`config.mk`:
```
export PLATFORM = sky130hd
export DESIGN_NAME = reset_sequencer
export DESIGN_NICKNAME = d
export VERILOG_FILES = /design/src/rtl/reset_seq_pkg.sv /design/src/rtl/btn_debounce.sv /design/src/rtl/reset_sequencer.sv
export SDC_FILE = /design/constraint.sdc
export NUM_CORES = 1
export LEC_CHECK = 0
export BUFFER_PORTS_ARGS = -buffer_cell sky130_fd_sc_hd__clkbuf_2
export CAP_MARGIN = 20
export CORE_ASPECT_RATIO = 0.7
export CORE_MARGIN = 5
export CORE_UTILIZATION = 40
export DETAILED_ROUTE_END_ITERATION = 7
export PLACE_DENSITY = 0.67
export SKIP_CTS_REPAIR_TIMING = 1
export SLEW_MARGIN = 10
export SYNTH_ARGS = -nofsm -noshare
export SYNTH_HDL_FRONTEND = slang
export SYNTH_HIERARCHICAL = 1
export SYNTH_SLANG_ARGS = --single-unit
```
`constraint.sdc`:
```
create_clock -name clk -period 4.1 [get_ports clk]
set_clock_uncertainty 0.1 [all_clocks]
set_input_delay 0.82 -clock clk [delete_from_list [all_inputs] [get_ports clk]]
set_output_delay 0.82 -clock clk [all_outputs]
set_load 0.005 [all_outputs]
```
`src/rtl/reset_seq_pkg.sv`:
```
// Shared types and sizing helpers for the staggered reset sequencer.
package reset_seq_pkg;

  typedef enum logic [1:0] {
    HOLD     = 2'd0,
    RELEASE  = 2'd1,
    RUN      = 2'd2,
    MAN_WAIT = 2'd3
  } state_t;

  // Bits needed to hold values 0..max_val-1, never less than one bit.
  function automatic int unsigned width_of(input int unsigned max_val);
    int unsigned w;
    w = $clog2(max_val);
    return (w < 1) ? 1 : w;
  endfunction

endpackage

```
`src/rtl/btn_debounce.sv`:
```
// Synchroniser plus debouncer for the raw push-button input.
// rise is asserted during the cycle whose closing edge flips level 0->1,
// so a registered consumer reacts on the same edge that level changes.
module btn_debounce #(
  parameter int SYNC_STAGES     = 2,
  parameter int DEBOUNCE_CYCLES = 8
) (
  input  logic clk,
  input  logic n_rst,
  input  logic in,
  output logic level,
  output logic rise
);
  import reset_seq_pkg::*;

  localparam int DB_W = width_of(DEBOUNCE_CYCLES);

  logic [SYNC_STAGES-1:0] sync;
  logic [DB_W-1:0]        db_cnt;
  logic                   man_s;
  logic                   mismatch;
  logic                   at_limit;

  assign man_s    = sync[SYNC_STAGES-1];
  assign mismatch = (man_s != level);
  assign at_limit = (db_cnt == DB_W'(DEBOUNCE_CYCLES - 1));
  assign rise     = mismatch & at_limit & ~level;

  // Shift the asynchronous button into the clk domain.
  always_ff @(posedge clk or negedge n_rst) begin
    if (!n_rst) begin
      sync <= '0;
    end else begin
      sync <= {sync[SYNC_STAGES-2:0], in};
    end
  end

  // Count consecutive disagreeing cycles; flip level once the run is long enough.
  always_ff @(posedge clk or negedge n_rst) begin
    if (!n_rst) begin
      level  <= 1'b0;
      db_cnt <= '0;
    end else if (!mismatch) begin
      db_cnt <= '0;
    end else if (at_limit) begin
      level  <= ~level;
      db_cnt <= '0;
    end else begin
      db_cnt <= db_cnt + DB_W'(1);
    end
  end

endmodule

```
`src/rtl/reset_sequencer.sv`:
```
// Multi-domain reset sequencer: holds all reset outputs, then releases them
// one at a time in index order. A debounced button press parks the outputs
// asserted until the button is let go; a software request restarts at once.
//
// state    | meaning
// HOLD     | all outputs asserted, counting the initial hold time
// RELEASE  | releasing one channel every stagger interval
// RUN      | every channel released, sequence idle
// MAN_WAIT | button pressed, all asserted until debounced release
module reset_sequencer #(
  parameter int NUM_CH          = 3,
  parameter int HOLD_CYCLES     = 4,
  parameter int STAGGER_CYCLES  = 2,
  parameter int DEBOUNCE_CYCLES = 8,
  parameter int SYNC_STAGES     = 2
) (
  input  logic              clk,
  input  logic              n_rst,
  input  logic              manual,
  input  logic              sw_req,
  output logic [NUM_CH-1:0] rst_out,
  output logic              all_released,
  output logic              busy
);
  import reset_seq_pkg::*;

  localparam int CNT_W = width_of((HOLD_CYCLES > STAGGER_CYCLES) ? HOLD_CYCLES : STAGGER_CYCLES);
  localparam int IDX_W = width_of(NUM_CH + 1);

  state_t             state;
  state_t             state_nxt;
  logic [CNT_W-1:0]   cnt;
  logic [CNT_W-1:0]   cnt_nxt;
  logic [IDX_W-1:0]   idx;
  logic [IDX_W-1:0]   idx_nxt;
  logic [NUM_CH-1:0]  rst_nxt;
  logic               db_level;
  logic               db_rise;

  btn_debounce #(
    .SYNC_STAGES     (SYNC_STAGES),
    .DEBOUNCE_CYCLES (DEBOUNCE_CYCLES)
  ) u_btn (
    .clk   (clk),
    .n_rst (n_rst),
    .in    (manual),
    .level (db_level),
    .rise  (db_rise)
  );

  // Next-state, counters and next reset vector; button press outranks sw_req.
  always_comb begin
    state_nxt = state;
    cnt_nxt   = cnt;
    idx_nxt   = idx;
    rst_nxt   = rst_out;

    if (db_rise) begin
      rst_nxt   = '1;
      state_nxt = MAN_WAIT;
      cnt_nxt   = '0;
      idx_nxt   = '0;
    end else if (sw_req && (state != MAN_WAIT)) begin
      rst_nxt   = '1;
      state_nxt = HOLD;
      cnt_nxt   = '0;
      idx_nxt   = '0;
    end else begin
      case (state)
        HOLD: begin
          rst_nxt = '1;
          if (cnt == CNT_W'(HOLD_CYCLES - 1)) begin
            rst_nxt[0] = 1'b0;
            cnt_nxt    = '0;
            idx_nxt    = IDX_W'(1);
            state_nxt  = (NUM_CH == 1) ? RUN : RELEASE;
          end else begin
            cnt_nxt = cnt + CNT_W'(1);
          end
        end
        RELEASE: begin
          if (cnt == CNT_W'(STAGGER_CYCLES - 1)) begin
            for (int i = 0; i < NUM_CH; i++) begin
              if (idx == IDX_W'(i)) rst_nxt[i] = 1'b0;
            end
            idx_nxt = idx + IDX_W'(1);
            cnt_nxt = '0;
            if (idx == IDX_W'(NUM_CH - 1)) state_nxt = RUN;
          end else begin
            cnt_nxt = cnt + CNT_W'(1);
          end
        end
        RUN: begin
        end
        MAN_WAIT: begin
          rst_nxt = '1;
          if (!db_level) begin
            state_nxt = HOLD;
            cnt_nxt   = '0;
            idx_nxt   = '0;
          end
        end
        default: begin
          rst_nxt   = '1;
          state_nxt = HOLD;
          cnt_nxt   = '0;
          idx_nxt   = '0;
        end
      endcase
    end
  end

  // State, counters and all outputs update together on one edge.
  always_ff @(posedge clk or negedge n_rst) begin
    if (!n_rst) begin
      state        <= HOLD;
      cnt          <= '0;
      idx          <= '0;
      rst_out      <= '1;
      all_released <= 1'b0;
      busy         <= 1'b1;
    end else begin
      state        <= state_nxt;
      cnt          <= cnt_nxt;
      idx          <= idx_nxt;
      rst_out      <= rst_nxt;
      all_released <= (rst_nxt == '0);
      busy         <= (state_nxt != RUN);
    end
  end

endmodule

```
# --- Yosys cells after proc, flatten, opt, wreduce, memory -nomap -nowiden ---
# Cells that the tools add are included.
word_totals:
  ram_bits: 0
  n_memories: 0
  output_inout_bits: 5
  latch_bits: 0
  in_bits: 4
  regBits: 17
  rom_bits: 0
  elab_cells: 64
op_classes:
  n_bitwise: 3
  n_reduce_logical: 8
  n_eq_ne: 13
  addsub: 3
  order_cmp: 0
  div: 0
  mul: 0
  mux: 28
  shift: 0
op_table:
  columns: ["op", "count"]
  rows:
  - ["2-bit 2-to-1 mux", 15]
  - ["2-bit case mux with 3 select lines", 3]
  - ["3-bit 2-to-1 mux", 5]
  - ["4-bit != test, second input constant", 3]
  - ["3-bit case mux with 3 select lines", 1]
  - ["2-bit by 1-bit equality test with 1-bit output, second input constant", 3]
  - ["2-bit equality test, second input constant", 3]
  - ["5-bit nonzero test", 1]
  - ["2-bit by 1-bit adder with 2-bit output, second input constant", 2]
  - ["2-bit logical NOT", 2]
  - ["1-bit 2-to-1 mux", 4]
  - ["2-bit != test, second input constant", 2]
  - ["2-bit AND reduction", 2]
  - ["4-bit AND reduction", 1]
  - ["3-bit by 1-bit adder with 3-bit output, second input constant", 1]
  - ["3-bit equality test, second input constant", 1]
  - ["3-bit logical NOT", 1]
  - ["1-bit bitwise AND", 2]
  - ["1-bit logical AND", 1]
  - ["1-bit != test", 1]
  - ["1-bit inverter", 1]

# --- Logic depth before layout (Yosys ltp) ---
logic_depth:
  word_depth: 7
  depth_mapped: 7

# --- Cells and area by module ---
# Netlist, hierarchy kept.
modules_own_cells:
  columns: ["mod", "seq_area_each_um2", "cells_per_inst", "n_inst", "area_each_um2"]
  rows:
  - ["reset_sequencer", 280.3, 82, 1, 820.8]
  - ["btn_debounce", 150.1, 14, 1, 230.2]

# --- Worst setup path before layout ---
# No wires, ideal clock.
synth_timing:
  path_kind: "register to register"
  start: "register u_btn.db_cnt[0]"
  end: "register idx[0]"
  stages_incl_launch_ff: 8
  t_arrival_ns: 1.555
  setup_ns: 0.077
  path_slack_ns: 2.368
  cell_sequence: "dfrtp_1 > ha_1 > ha_1 > and3b_2 > nand3b_1 > o22ai_1 > o21ai_1 > a21oi_1"
synth_between:
  elab_chain_cells: 5
synth_lines:
  columns: ["element", "line_no", "text"]
  rows:
  - ["from (decl)", "btn_debounce.sv:19", "logic [DB_W-1:0] db_cnt;"]
  - ["from (signal assigned)", "btn_debounce.sv:49", "db_cnt <= db_cnt + DB_W'(1);"]
  - ["3-bit equality test *", "btn_debounce.sv:26", "assign at_limit = (db_cnt == DB_W'(DEBOUNCE_CYCLES - 1));"]
  - ["1-bit bitwise AND * (2 in series)", "btn_debounce.sv:27", "assign rise = mismatch & at_limit & ~level;"]
  - ["named net db_rise", "reset_sequencer.sv:38", "logic db_rise;"]
  - ["4-bit != test (no line) or 5-bit nonzero test (tied branches)", null, null]
  - ["4-bit AND reduction (no line)", null, null]
  - ["to (signal assigned)", "reset_sequencer.sv:125", "idx <= idx_nxt;"]
  - ["to (decl)", "reset_sequencer.sv:34", "logic [IDX_W-1:0] idx;"]
# Mark *: on every way through the listed nets, which the timed path passes. The rest lies on a longest branch.
# A chain may end at the register's enable or synchronous reset.

# --- Worst setup path after layout ---
layout_timing:
  start: "register u_btn.db_cnt[0]"
  end: "register cnt[0]"
layout_between:
  elab_chain_cells: 5
layout_lines:
  columns: ["element", "line_no", "text"]
  rows:
  - ["3-bit equality test *", "btn_debounce.sv:26", null]
  - ["1-bit bitwise AND * (2 in series)", "btn_debounce.sv:27", null]
  - ["named net db_rise", "reset_sequencer.sv:38", null]
  - ["4-bit != test (no line) or 5-bit nonzero test (tied branches)", null, null]
  - ["2-bit AND reduction (no line)", null, null]
  - ["to (signal assigned)", "reset_sequencer.sv:124", "cnt <= cnt_nxt;"]
  - ["to (decl)", "reset_sequencer.sv:32", "logic [CNT_W-1:0] cnt;"]
# Marks and branches as above.

==> impl.org <==
** Worst hold path
- The worst hold path begins at u_btn/sync[0].
- Hold Crit Class :: reg2reg
- Worst hold endpoint :: u_btn/sync[1]
- Cells on Worst Hold Path :: 0

** Pwr
- The analysis attributes to cell leakage a power of 0.523 nW.
- Across the VDD grid, the largest voltage drop is 224 uV.
- Power spread over the standard cell area amounts to 496 nW/um^2.

** Clock tree
- The longest clock path from root to sink contains 2 buffers.
- Reg clk slew, reported paths :: 0.06 ns
- Clock tree from TritonCTS :: yes
- Clock tree synthesis found a total of 17 sinks.
- Insertion delay of the later-clocked pin in the worst-skew pair :: 0.25 ns
- In this run, CTS created clock tree buffers numbering 3.
- Depth of the CTS H-tree :: 1
- The tree is rooted in a clkbuf_8.

** Drt
- The first detailed-routing pass ran for 4 iterations.
- In the routed layout, each cell is associated on average with a via count of 5.21.
- In the final routed layout, each cell accounts on average for 13.4 um.
- After detailed routing, the number of remaining DRC violations is 0.
- In this run the remaining antenna-violating nets after routing total 0.
- Total vias in the final route :: 724
- Wires add up to 1870 um.
- Number of violations reported at the end of detailed-routing iteration 0 :: 30

** Setup path
- STA puts the critical path data required time at 4.15 ns.
- Cells along the critical path :: ha_1 > ha_1 > and3b_2 > nor2_2 > nand3_1 > o31ai_1
- The startpoint identified for the worst register-to-register timing path is u_btn/db_cnt[0].
- Crit path kind :: reg2reg
- Worst path slowest cell :: dfrtp_1
- STA classifies the critical path endpoint as a register.
- Worst path arrival time :: 2.04 ns
- Levels on crit path :: 6
- Flop2flop setup slack :: 2.11 ns
- Largest stage delay on the critical path :: 0.40 ns
- RR Endpoint :: cnt[0]
- The critical path contains buffers and inverters numbering 0 combined.
- The worst setup path is launched from a register.
- In this run the worst path has a maximum fanout of 8.
- Cell seen most often among critical-path stages :: ha_1
- Among cell families on the critical path, the largest total delay comes from simple AND/OR/NAND/NOR gates.
- Measured in cells, the most critical reg-to-reg path has a length of 6.

** Synthesis
- Flip-flop cell with the highest count after synthesis :: dfrtp_1
- Portion of the post-synthesis area used by sequential elements :: 41.0%
- FFs w/ async S/R, synth :: 100%
- The number of nets handed over by synthesis was 113.
- In the synthesized netlist, the number of instances is 96.
- Share of the synthesized area in the top cell type :: 31.0%
- Syn Std Cell Area :: 1050 um^2
- The biggest area contributor in the post-synthesis netlist is dfrtp_1.
- Synthesis inferred 17 register bits.
- Synth Warn # :: 6
- Syn avg cell area :: 10.9 um^2
- Counting flops with a built-in enable in the synthesized netlist gives 0.
- Distinct cell type count after synthesis :: 39
- Largest cells by area after synthesis :: dfrtp_1 31%, ha_1 15%, dfstp_2 10%
- Top cells by instance count after synthesis :: 13 x dfrtp_1, 13 x ha_1, 9 x inv_1, 5 x a21oi_1

** STA
- Setup repair after global routing left no endpoint under its margin.
- The worst path in the final design needs a cycle of 1.99 ns, including I/O delays and setup.
- Setup violations remaining at the end of the flow were counted as 0.
- The tightest hold path in the finished design has a slack of 0.249 ns.
- Final count of hold timing violations :: 0
- The max-slew violation total from the final report came to 0.
- Maximum clock frequency :: 503 MHz
- Measured against its own limit, the worst slew margin works out to 71.5%.
- Dividing the final minimum period by the clock period gives 48.5%.
- Setup total negative slack on the finished layout was measured at 0 ns.
- For the pin with the worst max-slew slack, the measured transition is 0.427 ns.

** GRT
- Entering global routing, the biggest net connects 18 pins.
- Global routing consumed, over all layers together, 11.3% of the routing resources.
- Number of antenna violations at the first check in global routing :: 0
- The number of global-route vias before repair was 716.
- The first global-routing pass estimated 3290 um of wire.
- Global routing finished with a remaining overflow of 0.

** Floorplanning
- Die area :: 3770 um^2
- The floorplan step defined a core boundary enclosing 2500 um^2.
- Die X :: 71.3 um
- Vertical die dimension :: 52.9 um
- During I/O placement, the number of pins put on the boundary was 9.
- The floorplan has 15 rows.
- The initial utilization of the core area, before any placement, comes to 42.1%.

** Placement
- Detailed placement finished with a half-perimeter wire length of 1450 um.
- During placement, the flow inserted port buffers numbering 8.
- Final estimated routing congestion in global placement :: 0.866

** Finish
- Area Growth Syn to Fin :: 9.05%
- Cells with a size suffix above 1 make up 24.8% of the layout.
- The filler cells instantiated in the layout total 232.
- The number of antenna diodes in the final layout is 0.
- Layout net count :: 123

** Status
- Outcome :: completed

** Flow run
- Across the run, the number of max-cap violations was 0.
==> through the flow <==
stage          instance area, um^2  total power [mW]  instances  util (%)  worst slack [ns]
2_1_floorplan                 1050             0.400         96         -              2.37
3_3_place_gp                  1100             0.446        135      44.1              2.18
3_5_place_dp                  1100             0.450        135      44.1              2.16
4_1_cts                       1150             0.576        139      45.9              2.12
5_1_grt                       1150             0.616        139      45.9              1.99
6_report                      1150             0.568        139      45.9              2.11
==> state kept, by name (all words and copies together) (netlist names) <==
| name | cells |
|---|---|
| busy | 1 |
| idx | 2 |
| u_btn/db_cnt | 3 |
| u_btn/sync | 2 |
| state | 2 |
| u_btn/level | 1 |
| rst_out | 3 |
| cnt | 2 |
| all_released | 1 |
==> worst register-to-register path: cells and delay by family (launching register included) <==
family                     cells  cell delay [ns]
and+or+nand+nor                3             0.70
adders and majority gates      2             0.44
DFF                            1             0.40
AOI/OAI and AO/OA              1             0.26
==> cell families after synthesis <==
group / count (synthesis) / synth area share (%)
AOI/OAI and AO/OA: 23 / 15.6
and+or+nand+nor: 29 / 19.6
adders and majority gates: 13 / 15.5
buffers and inverters: 12 / 6.43
DFF: 17 / 41.0
xor gates and xnor gates: 1 / 0.833
muxes: 1 / 1.07
==> cell type report <==
class	instances	area, um^2	share of cell area (%)
repair buffers	8	40.0	3.49
flip-flops and latches	17	430	37.6
clock inverters	1	5.00	0.437
multi-input cells	67	553	48.3
clock buffers	3	41.3	3.60
well taps	34	42.5	3.71
inverters	9	33.8	2.95
==> report_power, final <==
group	switching (mW)	total, mW	internal (mW)
clock	0.0525	0.120	0.0673
sequential	0.0358	0.245	0.210
combinational	0.109	0.203	0.0943
==> worst max path at each step <==
stage | start | endpoint | slack (ns)
finish | u_btn/db_cnt[0] | cnt[0] | 2.11
global route | u_btn/db_cnt[0] | cnt[0] | 1.99
CTS | u_btn/db_cnt[0] | cnt[0] | 2.12
detailed placement | u_btn/db_cnt[0] | cnt[0] | 2.16
global placement | sw_req | cnt[0] | 2.18
floorplan | u_btn/db_cnt[0] | idx[0] | 2.37
==> cells in the final DEF (no fill, tap or decap), types with 3 or more instances in the layout <==
| master | instances |
|---|---|
| ha_1 | 13 |
| dfrtp_1 | 13 |
| inv_1 | 9 |
| clkbuf_2 | 8 |
| a21oi_1 | 5 |
| nand2_1 | 4 |
| dfstp_2 | 4 |
| nand3_1 | 3 |
| o22ai_1 | 3 |
| o21ai_1 | 3 |
| clkbuf_8 | 3 |
==> metal layers <==
metal / up-vias / routed length (um) / global-route usage, %
li1: 358 / - / -
met1: 343 / 962 / 15.6
met2: 21 / 765 / 16.5
met3: 2 / 124 / 4.36
met4: 0 / 13 / 2.81
met5: - / 0 / 0
No activity file was read; power rests on OpenSTA's default activity.
